--- config.mk ---
export PLATFORM = sky130hd
export DESIGN_NAME = lcd_write_controller_flat
export DESIGN_NICKNAME = d
export VERILOG_FILES = /design/src/rtl/lcd_pkg.sv /design/src/rtl/lcd_write_controller_if.sv /design/src/rtl/lcd_write_controller.sv /design/src/flat_wrapper.sv
export SDC_FILE = /design/constraint.sdc
export NUM_CORES = 1
export LEC_CHECK = 0
export CAP_MARGIN = 20
export CORE_MARGIN = 4
export CORE_UTILIZATION = 51
export CTS_CLUSTER_DIAMETER = 40
export DETAILED_ROUTE_END_ITERATION = 8
export HOLD_SLACK_MARGIN = 0.1
export PLACE_DENSITY = 0.83
export SLEW_MARGIN = 20
export SYNTH_ARGS = -nofsm -noshare
export SYNTH_HDL_FRONTEND = slang
export SYNTH_SLANG_ARGS = --single-unit
--- constraint.sdc ---
create_clock -name i_clock -period 2.8 [get_ports i_clock]
set_input_delay 0.28 -clock i_clock [delete_from_list [all_inputs] [get_ports i_clock]]
set_output_delay 0.28 -clock i_clock [all_outputs]
set_load 0.05 [all_outputs]
--- src/rtl/lcd_pkg.sv ---
// Shared definitions for the LCD write controller: FSM states, word type
// codes and the bit positions of the fields inside a FIFO word.
package lcd_pkg;

  typedef enum logic [2:0] {
    IDLE,
    SETUP,
    WR_LOW,
    WR_HIGH,
    DELAY
  } state_t;

  localparam logic [1:0] TYPE_DATA  = 2'b00;
  localparam logic [1:0] TYPE_CMD   = 2'b01;
  localparam logic [1:0] TYPE_DELAY = 2'b10;
  localparam logic [1:0] TYPE_RSVD  = 2'b11;

  localparam int TYPE_MSB  = 31;
  localparam int TYPE_LSB  = 30;
  localparam int DELAY_MSB = 23;
  localparam int DATA_MSB  = 15;

  // Largest of three phase lengths; sizes the shared phase counter.
  function automatic int max3(input int a, input int b, input int c);
    int m;
    m = (a > b) ? a : b;
    return (m > c) ? m : c;
  endfunction

  // Data and command words both produce a bus write.
  function automatic logic is_write(input logic [1:0] word_type);
    return (word_type == TYPE_DATA) || (word_type == TYPE_CMD);
  endfunction

endpackage

--- src/rtl/lcd_write_controller_if.sv ---
// FIFO read side plus the 8080-style LCD write bus. The controller uses the
// master modport; the environment (FIFO + LCD) uses the slave modport.
interface lcd_write_controller_if;

  logic [31:0] i_fifoData;
  logic        i_fifoEmpty;
  logic        o_fifoRead;
  logic [15:0] o_lcdData;
  logic        o_lcdDC;
  logic        o_lcdCSn;
  logic        o_lcdWRn;
  logic        o_busy;

  modport master (
    input  i_fifoData, i_fifoEmpty,
    output o_fifoRead, o_lcdData, o_lcdDC, o_lcdCSn, o_lcdWRn, o_busy
  );

  modport slave (
    output i_fifoData, i_fifoEmpty,
    input  o_fifoRead, o_lcdData, o_lcdDC, o_lcdCSn, o_lcdWRn, o_busy
  );

endinterface

--- src/rtl/lcd_write_controller.sv ---
// Pops 32-bit words from a show-ahead FIFO and turns them into 8080-style
// command/data writes or timed idle delays. All LCD outputs are registered
// from the next state so the bus never glitches; only the pop strobe is
// combinational.
module lcd_write_controller
  import lcd_pkg::*;
#(
  parameter int SETUP_CYCLES   = 1,
  parameter int WR_LOW_CYCLES  = 2,
  parameter int WR_HIGH_CYCLES = 2
) (
  input  logic i_clock,
  input  logic i_nReset,
  input  logic i_enable,
  lcd_write_controller_if.master bus
);

  localparam int PW = $clog2(max3(SETUP_CYCLES, WR_LOW_CYCLES, WR_HIGH_CYCLES) + 1);

  localparam logic [PW-1:0] SETUP_LAST = PW'(SETUP_CYCLES - 1);
  localparam logic [PW-1:0] LOW_LAST   = PW'(WR_LOW_CYCLES - 1);
  localparam logic [PW-1:0] HIGH_LAST  = PW'(WR_HIGH_CYCLES - 1);

  state_t          state, state_next;
  logic [PW-1:0]   phase, phase_next;
  logic [23:0]     delay_cnt, delay_next;
  logic            pop;
  logic            load_word;
  logic [1:0]      word_type;
  logic [15:0]     word_data;
  logic [23:0]     word_delay;

  logic [15:0]     lcd_data_q;
  logic            lcd_dc_q;
  logic            lcd_cs_n_q;
  logic            lcd_wr_n_q;
  logic            cs_n_next;
  logic            wr_n_next;

  assign word_type  = bus.i_fifoData[TYPE_MSB:TYPE_LSB];
  assign word_data  = bus.i_fifoData[DATA_MSB:0];
  assign word_delay = bus.i_fifoData[DELAY_MSB:0];

  // A new word may be taken only from IDLE or in the last strobe-high cycle,
  // which lets back-to-back writes chain without dropping chip select.
  assign pop = ((state == IDLE) || ((state == WR_HIGH) && (phase == HIGH_LAST)))
               && i_enable && !bus.i_fifoEmpty;

  // Suppressed while reset is asserted so the FIFO is never drained in reset.
  assign bus.o_fifoRead = pop & i_nReset;
  assign bus.o_busy     = (state != IDLE);

  // Next-state, phase counter and delay counter; word dispatch on pop.
  always_comb begin
    // NOTE: every signal gets a default first so no path leaves one unassigned (no latches).
    state_next = state;
    phase_next = phase;
    delay_next = delay_cnt;
    load_word  = 1'b0;

    case (state)
      IDLE: ;
      SETUP: begin
        if (phase == SETUP_LAST) begin
          phase_next = '0;
          state_next = WR_LOW;
        end else begin
          phase_next = phase + PW'(1);
        end
      end
      WR_LOW: begin
        if (phase == LOW_LAST) begin
          phase_next = '0;
          state_next = WR_HIGH;
        end else begin
          phase_next = phase + PW'(1);
        end
      end
      WR_HIGH: begin
        if (phase == HIGH_LAST) begin
          phase_next = '0;
          state_next = IDLE;
        end else begin
          phase_next = phase + PW'(1);
        end
      end
      DELAY: begin
        if (delay_cnt == 24'd1) begin
          delay_next = '0;
          state_next = IDLE;
        end else begin
          delay_next = delay_cnt - 24'd1;
        end
      end
      default: state_next = IDLE;
    endcase

    // A popped word overrides the default exit; reserved and zero-length
    // delay words are simply discarded.
    if (pop) begin
      if (is_write(word_type)) begin
        state_next = SETUP;
        load_word  = 1'b1;
      end else if ((word_type == TYPE_DELAY) && (word_delay != 24'd0)) begin
        state_next = DELAY;
        delay_next = word_delay;
      end else begin
        state_next = IDLE;
      end
    end
  end

  // Bus strobes follow the state being entered, so they are registered
  // exactly in step with the state register.
  always_comb begin
    cs_n_next = !((state_next == SETUP) || (state_next == WR_LOW) || (state_next == WR_HIGH));
    wr_n_next = (state_next != WR_LOW);
  end

  // State, counters and registered LCD outputs.
  always_ff @(posedge i_clock or negedge i_nReset) begin
    if (!i_nReset) begin
      state      <= IDLE;
      phase      <= '0;
      delay_cnt  <= '0;
      lcd_data_q <= '0;
      lcd_dc_q   <= 1'b0;
      lcd_cs_n_q <= 1'b1;
      lcd_wr_n_q <= 1'b1;
    end else begin
      // NOTE: non-blocking assignments so all registers update together at the edge.
      state      <= state_next;
      phase      <= phase_next;
      delay_cnt  <= delay_next;
      lcd_cs_n_q <= cs_n_next;
      lcd_wr_n_q <= wr_n_next;
      if (load_word) begin
        lcd_data_q <= word_data;
        lcd_dc_q   <= ~word_type[0];
      end
    end
  end

  assign bus.o_lcdData = lcd_data_q;
  assign bus.o_lcdDC   = lcd_dc_q;
  assign bus.o_lcdCSn  = lcd_cs_n_q;
  assign bus.o_lcdWRn  = lcd_wr_n_q;

endmodule

--- src/flat_wrapper.sv ---
// flat-port wrapper written by rule: the top's interface ports become plain ports
module lcd_write_controller_flat import lcd_pkg::*;
#(
  parameter int SETUP_CYCLES   = 1,
  parameter int WR_LOW_CYCLES  = 2,
  parameter int WR_HIGH_CYCLES = 2
)
  (i_clock, i_nReset, i_enable, bus_i_fifoData, bus_i_fifoEmpty, bus_o_fifoRead, bus_o_lcdData, bus_o_lcdDC, bus_o_lcdCSn, bus_o_lcdWRn, bus_o_busy);
  lcd_write_controller_if bus_i ();
  input  logic i_clock;
  input  logic i_nReset;
  input  logic i_enable;
  input wire logic [$bits(bus_i.i_fifoData)-1:0] bus_i_fifoData;
  input wire logic [$bits(bus_i.i_fifoEmpty)-1:0] bus_i_fifoEmpty;
  output wire logic [$bits(bus_i.o_fifoRead)-1:0] bus_o_fifoRead;
  output wire logic [$bits(bus_i.o_lcdData)-1:0] bus_o_lcdData;
  output wire logic [$bits(bus_i.o_lcdDC)-1:0] bus_o_lcdDC;
  output wire logic [$bits(bus_i.o_lcdCSn)-1:0] bus_o_lcdCSn;
  output wire logic [$bits(bus_i.o_lcdWRn)-1:0] bus_o_lcdWRn;
  output wire logic [$bits(bus_i.o_busy)-1:0] bus_o_busy;
  assign bus_i.i_fifoData = bus_i_fifoData;
  assign bus_i.i_fifoEmpty = bus_i_fifoEmpty;
  assign bus_o_fifoRead = bus_i.o_fifoRead;
  assign bus_o_lcdData = bus_i.o_lcdData;
  assign bus_o_lcdDC = bus_i.o_lcdDC;
  assign bus_o_lcdCSn = bus_i.o_lcdCSn;
  assign bus_o_lcdWRn = bus_i.o_lcdWRn;
  assign bus_o_busy = bus_i.o_busy;
  lcd_write_controller #(.SETUP_CYCLES(SETUP_CYCLES), .WR_LOW_CYCLES(WR_LOW_CYCLES), .WR_HIGH_CYCLES(WR_HIGH_CYCLES)) u_core (.i_clock(i_clock), .i_nReset(i_nReset), .i_enable(i_enable), .bus(bus_i));
endmodule
==> run metrics <==
outcome=complete, no violations; GRT Util Overall=21.2%; final wirelength=6390 um; clk slew on worst S/H paths=0.09 ns; port bufs=50; switching power total=1490 uW; GP Congestion=0.888; CP Cell Sequence=inv_1 -> ha_1 -> and3_1 -> o211ai_1 -> nor2_1 -> clkdlybuf4s50_1; worst hold slack=roughly 0.12 ns; routed vias/inst=6.04; Seq pwr share=39.0%; DP Worst Slack=0.449 ns; placed wire-length estimate=between 4000 and 5000 um; Top FF cell, synth=dfrtp_1; met2 wire length=3100 um; Core Area=4850 sq um; Post-CTS Hold Buffers=0; WL met3=455 um; Int Pwr=around 1900 uW; EDFF count, synth=0; clock power share=12.7%; chip width=79.6 um; initial antenna violation count=0; combinational share of power=48.3%; final hold vios=0; Slowest-stage cell, CP=clkdlybuf4s50_1; post-cts resize count=0; worst slew pin tran=0.606 ns; RSZ-0062 raised after global routing=false; YS warnings=0; Final min period=2.60 ns; clk buf depth=2; # setup viols final=0; Final Core Density=roughly 67%; Hold Crit Class=in -> async; most frequent cell after synthesis=dfrtp_1; DR WL/cell=17.0 um; syn nets=303; DRT iter0 DRCs=180; Fmax=385 MHz; share of flip-flops with an asynchronous set or reset=100%; die height=79.6 um; Yosys reg bits=48; layout cells sized above 1=about 13%; required time of the critical path=2.52 ns; Tcrit/Tclk final=92.8%; largest net degree at the start of global routing=between 40 and 50; total grt overflow=0; Antenna Nets Post-Route=0; relative slew slack=59.6%; Syn-to-layout area delta=25.2%; PD cells=1040 nW/um^2; Synth Instances=262; n_diodes=0; CTS tree=yes; worst reg2reg startpoint=u_core.delay_cnt[22]$_DFF_PN0_; first-pass GRT wire length=10500 um; Crit path buffers/inverters=2; crit start category=flop; largest vdd supply drop=around 750 uV; Max Cap Violations=0; num rows=25; Worst-Skew Late Latency=0.30 ns; Synth area leader=dfrtp_1; Critical Path Max Stage Delay=0.82 ns; via count=2272; largest cells by area after synthesis=dfrtp_1, mux2_2, nor2_1; Die ar.=about 6300 sq um; Fin Clk Skew=0.00615 ns; top layer in use=met4; Mapped Area=roughly 2600 sq um; layout net count=349; total negative setup slack=0 ns; Final Worst Setup Slack=roughly 0.2 ns; leakage=0.00126 uW; share of the synthesized area in the top cell type=approximately 44%; Post-synth top cells=dfrtp_1, nor2_1, mux2_2; # IOs=57; initial core utilization=53.9%; vias in the first global route=2274; kind of critical path=reg -> out; Critical Path End Type=output port; Avg Cell Area, Syn=9.97 sq um; H-tree depth=2; post-synthesis cell type count=53; CP startpoint=u_core.phase[1]$_DFFE_PN0P_; TritonCTS Sinks=48; Root Buffer=clkbuf_8; fillers=383; cts bufs inserted=5; DRT met1 WL=around 2700 um; Pre-Repair DR Iteration Count=6; delay-heaviest family, CP=buffers and inverters; Max Fanout on Critical Path=4; sequential share of the synthesized area=46.1%; sw frac=between 40% and 50%; setup bufs post-CTS=0; Arr. time, crit path=between 2 and 2.5 ns; max-slew violation count=0; DRC=0
## state kept, by name, indices dropped and copies added, names as in the netlist
register / count
u_core.bus.o_lcdCSn: 1
u_core.bus.o_lcdDC: 1
u_core.bus.o_lcdData: 16
u_core.bus.o_lcdWRn: 1
u_core.delay_cnt: 24
u_core.phase: 2
u_core.state: 3
## routing by layer
| metal | GRT usage [%] | vias to the layer above |
|---|---|---|
| met5 | 0 | - |
| met3 | 4.63 | 13 |
| met1 | 26.4 | 1083 |
| met4 | 10.1 | 0 |
| met2 | 34.7 | 100 |
| li1 | - | 1076 |
## kinds of logic (layout without fill, tap and decap cells)
group	after synthesis	count (layout)	synth area share [%]
buf+inv	22	69	3.16
simple gates	95	95	20.4
compound gates	69	69	18.3
xor+xnor	2	2	0.671
fa+ha+maj	5	5	2.40
flops	48	48	46.1
mux	21	21	9.01
## cells in the final DEF (no fill, tap or decap), drive strengths merged, types with 4 or more instances in the layout
cell,Yosys,final
mux2,20,20
o311ai,5,5
nor2,26,26
a21oi,10,10
or3,7,7
nor2b,4,4
nand2,15,15
o31ai,4,4
dfrtp,46,46
buf,0,5
clkdlybuf4s50,0,49
ha,5,5
o21ai,14,14
nor3,8,8
inv,7,7
nor4,10,10
clkbuf,15,6
o41ai,4,4
a31oi,8,8
o21a,7,7
## power by group through the flow
| stage | sequential (uW) | clock, uW | combinational, uW |
|---|---|---|---|
| floorplan | 1740 | 0 | 685 |
| global placement | 1310 | 0 | 1600 |
| detailed placement | 1330 | 0 | 1640 |
| CTS | 1320 | 437 | 1650 |
| global route | 1370 | 466 | 1760 |
| finish | 1330 | 432 | 1640 |
## area by class of cell
type | instances | area (sq um) | area share (%)
clock buffer | 6 | 82.6 | 2.53
clock inverter | 2 | 10.0 | 0.306
inverter | 7 | 26.3 | 0.804
multi-input combinational | 192 | 1330 | 40.5
sequential | 48 | 1200 | 36.8
tap | 67 | 83.8 | 2.56
timing repair buffer | 54 | 538 | 16.5
## worst paths after layout
| path | cells past startpoint | slack (ns) | to |
|---|---|---|---|
| min in group i_clock | 2 | 0.50 | u_core.bus.o_lcdDC$_DFFE_PN0P_ |
| hold / removal | 2 | 0.12 | u_core.bus.o_lcdData[1]$_DFFE_PN0P_ |
| hold reg to reg | 2 | 0.50 | u_core.bus.o_lcdDC$_DFFE_PN0P_ |
| max in group asynchronous | 2 | 2.27 | u_core.bus.o_lcdDC$_DFFE_PN0P_ |
| setup / recovery | 6 | 0.20 | bus_o_fifoRead |
| setup reg to reg | 5 | 0.43 | u_core.delay_cnt[23]$_DFF_PN0_ |
## through the flow
stage	power (uW)	instances	cell area, sq um
global route	3600	376	3270
detailed placement	2970	368	3180
finish	3400	376	3270
global placement	2900	368	3180
CTS	3410	376	3270
floorplan	2420	262	2610
## worst register-to-register path: stages, from the launching register on
cell and delay (ns):
dfrtp_1 0.41, nor4_1 0.44, nand4_1 0.36, or2_0 0.47, a41o_1 0.31, mux2_2 0.27
(Power assumes the default switching activity.)
==> patch 1, RTL diff (same flow settings) <==
Re-encode `state_t` (5 states) as one-hot, 5 bits wide.
--- a/src/rtl/lcd_pkg.sv
+++ b/src/rtl/lcd_pkg.sv
@@ -4,8 +4,8 @@
 
-  typedef enum logic [2:0] {
-    IDLE,
-    SETUP,
-    WR_LOW,
-    WR_HIGH,
-    DELAY
+  typedef enum logic [4:0] {
+    IDLE    = 5'b00001,
+    SETUP   = 5'b00010,
+    WR_LOW  = 5'b00100,
+    WR_HIGH = 5'b01000,
+    DELAY   = 5'b10000
   } state_t;
Formal check against the unedited RTL: no difference found for any inputs over 10 cycles, from zero or initial values and one cycle with i_nReset low; not proved beyond that.
==> patch 1 against the original RTL <==
Register-to-register slack lost 110 ps; cell area grew 6.6%; synthesized area increased by 8.7%; sequential cell count up 2; setup slack improved by 81 ps; total power decreased by 22%; maximum frequency rose by 3.2%; wire length fell by 3.4%; first-iteration DRC count decreased by 19%.
==> patch 1: results (changes against the original RTL) <==
| Metric | Value |
|---|---|
| Final WL | `6172 um (was 6387 um)` |
| Share of cells above drive strength 1 | `0.1838 (was 0.1294)` |
| Clock-pin slew on the worst setup and hold paths | `100 ps` |
| Sequential area share after synthesis | `0.4422 (was 0.4609)` |
| Fin. Hold Viols | `0 (unchanged)` |
| Filler cells | `411 (was 383)` |
| Initial DRC count | `146 (was 180)` |
| Critical-path maximum fanout | `7 (was 4)` |
| Placer Congestion | `0.8155 (was 0.8879)` |
| Clock Skew | `11.78 ps (was 6.147 ps)` |
| Ys Warns | `0 (unchanged)` |
| Most used DFF post-synth | `dfrtp_1 (unchanged)` |
| DPL Wire Length | `4481 um (was 4516 um)` |
| Tightest Pin Transition | `800.4 ps (was 606.3 ps)` |
| Cell Area, Placed | `3369 um^2 (was 3177 um^2)` |
| Clock Latency Late Sink | `300 ps (about the same)` |
| Total track usage | `0.1949 (was 0.2115)` |
| TritonCTS Buffers | `5 (unchanged)` |
| Synth cell types | `48 (was 53)` |
| Drt pass-1 iters | `4 (was 6)` |
| Leakage power | `1.313 nW (was 1.263 nW)` |
| Initial Utilization | `0.5418 (was 0.5386)` |
| Pwr Density | `757.8 nW/um^2 (was 1039 nW/um^2)` |
| Clock tree buffer depth | `2 (unchanged)` |
| Maximum vdd ir drop | `0.4916 mV (was 0.7468 mV)` |
| Synth top area cells | `dfrtp_1 41%, mux2_2 7.1%, xnor2_1 5.9% (was dfrtp_1 44%, mux2_2 8.6%, nor2_1 3.7%)` |
| Antenna diode count | `0 (unchanged)` |
| Run status | `finished, final reports clean (unchanged)` |
| First-pass GRT wire length | `10,140 um (was 10,470 um)` |
| Post-synth net total | `312 (was 303)` |
| Via count | `2,188 (was 2,272)` |
| Crit-path max cell delay | `530 ps (was 820 ps)` |
| Reg with most FFs | `u_core.delay_cnt (unchanged)` |
| Most common library cells after synthesis | `47 x dfrtp_1, 34 x nand2_1, 19 x xnor2_1 (was 46 x dfrtp_1, 26 x nor2_1, 20 x mux2_2)` |
| Final net count | `361 (was 349)` |
| Port buffer count | `50 (unchanged)` |
| WP data arrival | `2240 ps (was 2320 ps)` |
| Largest net degree at the start of global routing | `51 (was 49)` |
| Slowest-stage cell, CP | `dlygate4sd2_1 (was clkdlybuf4s50_1)` |
[patch 1: cell count changes after synthesis, sizes merged, moves of 5 or more]
cell / delta
clkbuf: -12
nor3: +6
nand2: +19
a31oi: -8
nor2: -13
a21oi: -7
nor4: +8
xnor2: +18
o21a: -7
o21ai: +7
xor2: +5
buf: +11
[patch 1: layer usage]
metal	wire [um]	part of all wire	up-vias	track usage
li1	-	-	1071	-
met1	2771	0.45	1061	0.2724
met2	2949	0.48	52	0.3117
met3	411	0.067	4	0.04338
met4	40	0.0065	0	0.04085
met5	0	0	-	0
[patch 1: area by class of cell]
cell class / instances / share of cell area
Clock buffer: 5 / 0.01974
Clock inverter: 3 / 0.01400
Inverter: 7 / 0.007538
Multi-Input combinational cell: 200 / 0.4189
Sequential cell: 50 / 0.3600
Tap cell: 70 / 0.02513
Timing Repair Buffer: 56 / 0.1547
[patch 1: cell families (layout without fill, tap and decap cells)]
| family | Yosys count | after routing | share of synthesized area |
|---|---|---|---|
| mux | 20 | 20 | 0.07848 |
| simple gates | 108 | 108 | 0.2266 |
| fa+ha+maj | 5 | 5 | 0.02205 |
| flops | 50 | 50 | 0.4422 |
| xor+xnor | 25 | 25 | 0.07716 |
| compound gates | 42 | 42 | 0.1102 |
| buf+inv | 21 | 71 | 0.04321 |
[patch 1: worst max-delay path: cells and delay by family (launching register included)]
kind,cells,cell delay [ps]
AND/OR/NAND/NOR,2,350
flip-flops,1,410
buffers and inverters,2,610
adder cells (fa/ha/maj),1,280
AO/OA/AOI/OAI,1,270
[patch 1: power breakdown]
group | internal [mW] | total (mW) | switching (mW)
Combinational | 0.427 | 0.990 | 0.562
Sequential | 0.923 | 1.12 | 0.201
Clock | 0.272 | 0.527 | 0.255
Total | 1.62 | 2.64 | 1.02
[patch 1: through the flow]
step	setup WS, ps	instances	power [mW]	hold WS [ps]
after floorplan	769.1	271	1.800	-15.59
after global placement	284.7	383	2.091	488.6
after detailed placement	202.2	383	2.124	495.4
after CTS	262.2	391	2.668	179.8
after global routing	70.47	391	2.792	203.6
final	281.7	391	2.642	145.3
[patch 1: what timing repair did]
action	in CTS	in global routing
setup buffers	0	0
hold buffers	0	0
setup endpoints to repair	1	0
gates resized for setup	1	0
[patch 1: worst paths after layout]
kind	slack, ps	to	cells after the start	startpoint
setup / recovery	280	bus_o_fifoRead	6	u_core.phase[1]
hold / removal	150	u_core.bus.o_lcdData[13]	2	i_nReset
setup reg to reg	320	u_core.delay_cnt[4]	7	u_core.phase[1]
hold reg to reg	510	u_core.bus.o_lcdData[3]	1	u_core.bus.o_lcdData[3]
max in group asynchronous	2220	u_core.state[2]	2	i_nReset
min in group i_clock	510	u_core.bus.o_lcdData[3]	1	u_core.bus.o_lcdData[3]
==> patch 2, RTL diff (same flow settings) <==
Made on the original files. `WR_LOW_CYCLES` is set to 2 in 2 places; all go to 1.
--- a/src/rtl/lcd_write_controller.sv
+++ b/src/rtl/lcd_write_controller.sv
@@ -8,3 +8,3 @@
   parameter int SETUP_CYCLES   = 1,
-  parameter int WR_LOW_CYCLES  = 2,
+  parameter int WR_LOW_CYCLES  = 1,
   parameter int WR_HIGH_CYCLES = 2
--- a/src/flat_wrapper.sv
+++ b/src/flat_wrapper.sv
@@ -4,3 +4,3 @@
   parameter int SETUP_CYCLES   = 1,
-  parameter int WR_LOW_CYCLES  = 2,
+  parameter int WR_LOW_CYCLES  = 1,
   parameter int WR_HIGH_CYCLES = 2
Function: changed (Yosys sat finds a counterexample within 4 cycles, from zero or initial values and one cycle with i_nReset low).
==> patch 2 against the original RTL <==
Register-to-register slack improved by 100 ps; wire length fell by 3.5%; via count fell by 1.1%; clock skew rose by 4.0 ps; synthesized area barely moved; cell area rose by 1.1%; setup slack improved by 29 ps; total power fell by 6.0%; worst hold slack got worse by 39 ps; non-clock buffer count rose by 5; sequential cell count did not move; count of clock-buffer cells in the layout fell by 1; cell count rose by 3.5%.
==> patch 2: results (changes against the original RTL) <==
| Metric | Value |
|---|---|
| Share of cells above drive strength 1 | `0.1429 (was 0.1294)` |
| Number of global-route vias before repair | `2,144 (was 2,274)` |
| R2r startpoint | `u_core.phase[1] (was u_core.delay_cnt[22])` |
| Cell Area, Placed | `3218 um^2 (was 3177 um^2)` |
| M1 GR Usage | `0.2881 (was 0.2637)` |
| M2 GR Usage | `0.3272 (was 0.3472)` |
| Worst slack at placement | `368.5 ps (was 449.1 ps)` |
| Filler cells | `409 (was 383)` |
| Total track usage | `0.2087 (was 0.2115)` |
| Post-Syn Instances | `268 (was 262)` |
| Post-synth net total | `309 (was 303)` |
| Run status | `finished, final reports clean (unchanged)` |
| Initial DRC count | `127 (was 180)` |
| Hold Path Class | `primary input to asynchronous set/reset pin (unchanged)` |
| Clock Skew | `10.13 ps (was 6.147 ps)` |
| Drt wl/cell | `15.85 um (was 16.99 um)` |
| R2r setup slk | `530 ps (was 430 ps)` |
| DPL Wire Length | `4436 um (was 4516 um)` |
| Final net count | `362 (was 349)` |
| Via count | `2,247 (was 2,272)` |
| Leakage power | `1.273 nW (was 1.263 nW)` |
| Ys Warns | `0 (unchanged)` |
| Synth top area cells | `dfrtp_1 44%, mux2_2 6.9%, nand2_1 3.7% (was dfrtp_1 44%, mux2_2 8.6%, nor2_1 3.7%)` |
| Drt pass-1 iters | `4 (was 6)` |
| Placer Congestion | `0.8835 (was 0.8879)` |
| Number of gates resized after CTS | `0 (unchanged)` |
| Setup ws final | `229.9 ps (was 200.8 ps)` |
| Synth cell types | `48 (was 53)` |
| Post-Place Cells | `381 (was 368)` |
| Most common library cells after synthesis | `46 x dfrtp_1, 26 x nand2_1, 26 x nor2_1 (was 46 x dfrtp_1, 26 x nor2_1, 20 x mux2_2)` |
| First-pass GRT wire length | `10,320 um (was 10,470 um)` |
| Vias per inst | `5.776 (was 6.043)` |
| Maximum vdd ir drop | `0.5651 mV (was 0.7468 mV)` |
| Crit-path max cell delay | `720 ps (was 820 ps)` |
| Clock Latency Late Sink | `310 ps` |
| WHS | `81.23 ps (was 120.5 ps)` |
patch 2: changes by cell type after synthesis, sizes merged, moves of 5 or more:
cell | before | now
nand2 | 15 | 26
a21oi | 10 | 5
nand4 | 3 | 8
nor3 | 8 | 3
nand3 | 3 | 8
clkbuf | 15 | 9
patch 2: kinds of logic after synthesis:
kind of cell | share of synthesized area
XOR/XNOR | 0.01676
AO/OA/AOI/OAI | 0.1557
AND/OR/NAND/NOR | 0.2366
flip-flops | 0.4607
buffers and inverters | 0.03352
adder cells (fa/ha/maj) | 0.02395
multiplexers | 0.07280
patch 2: worst paths after layout:
check	endpoint	depth (start not counted)
min reg2reg	u_core.bus.o_lcdDC	2
max in group asynchronous	u_core.delay_cnt[18]	2
max reg2reg	u_core.bus.o_lcdWRn	7
min	u_core.delay_cnt[8]	2
max	bus_o_fifoRead	6
min in group i_clock	u_core.bus.o_lcdDC	2
patch 2: power breakdown:
part           switching, mW  internal, mW
combinational          0.867         0.613
sequential             0.292          1.01
clock                  0.241         0.175
patch 2: area by class of cell:
class                      count  area (um^2)  area share
sequential                    48         1204      0.3641
inverter                       9        33.78     0.01022
multi-input combinational    198         1321      0.3997
timing repair buffer          59        575.6      0.1741
clock inverter                 3        18.77    0.005678
clock buffer                   5        68.82     0.02082
tap                           67        83.83     0.02536
patch 2: worst reg2reg max path, delay by kind of cell, from the launching register on:
family          cells  cell delay, ps
simple gates        3            1020
fa+ha+maj           1             200
compound gates      2             530
buf+inv             1              70
flops               1             380
patch 2: layer usage:
metal	wire length [um]	share of wire
met1	2798	0.45
met5	0	0
met4	88	0.014
met2	2862	0.46
met3	415	0.067
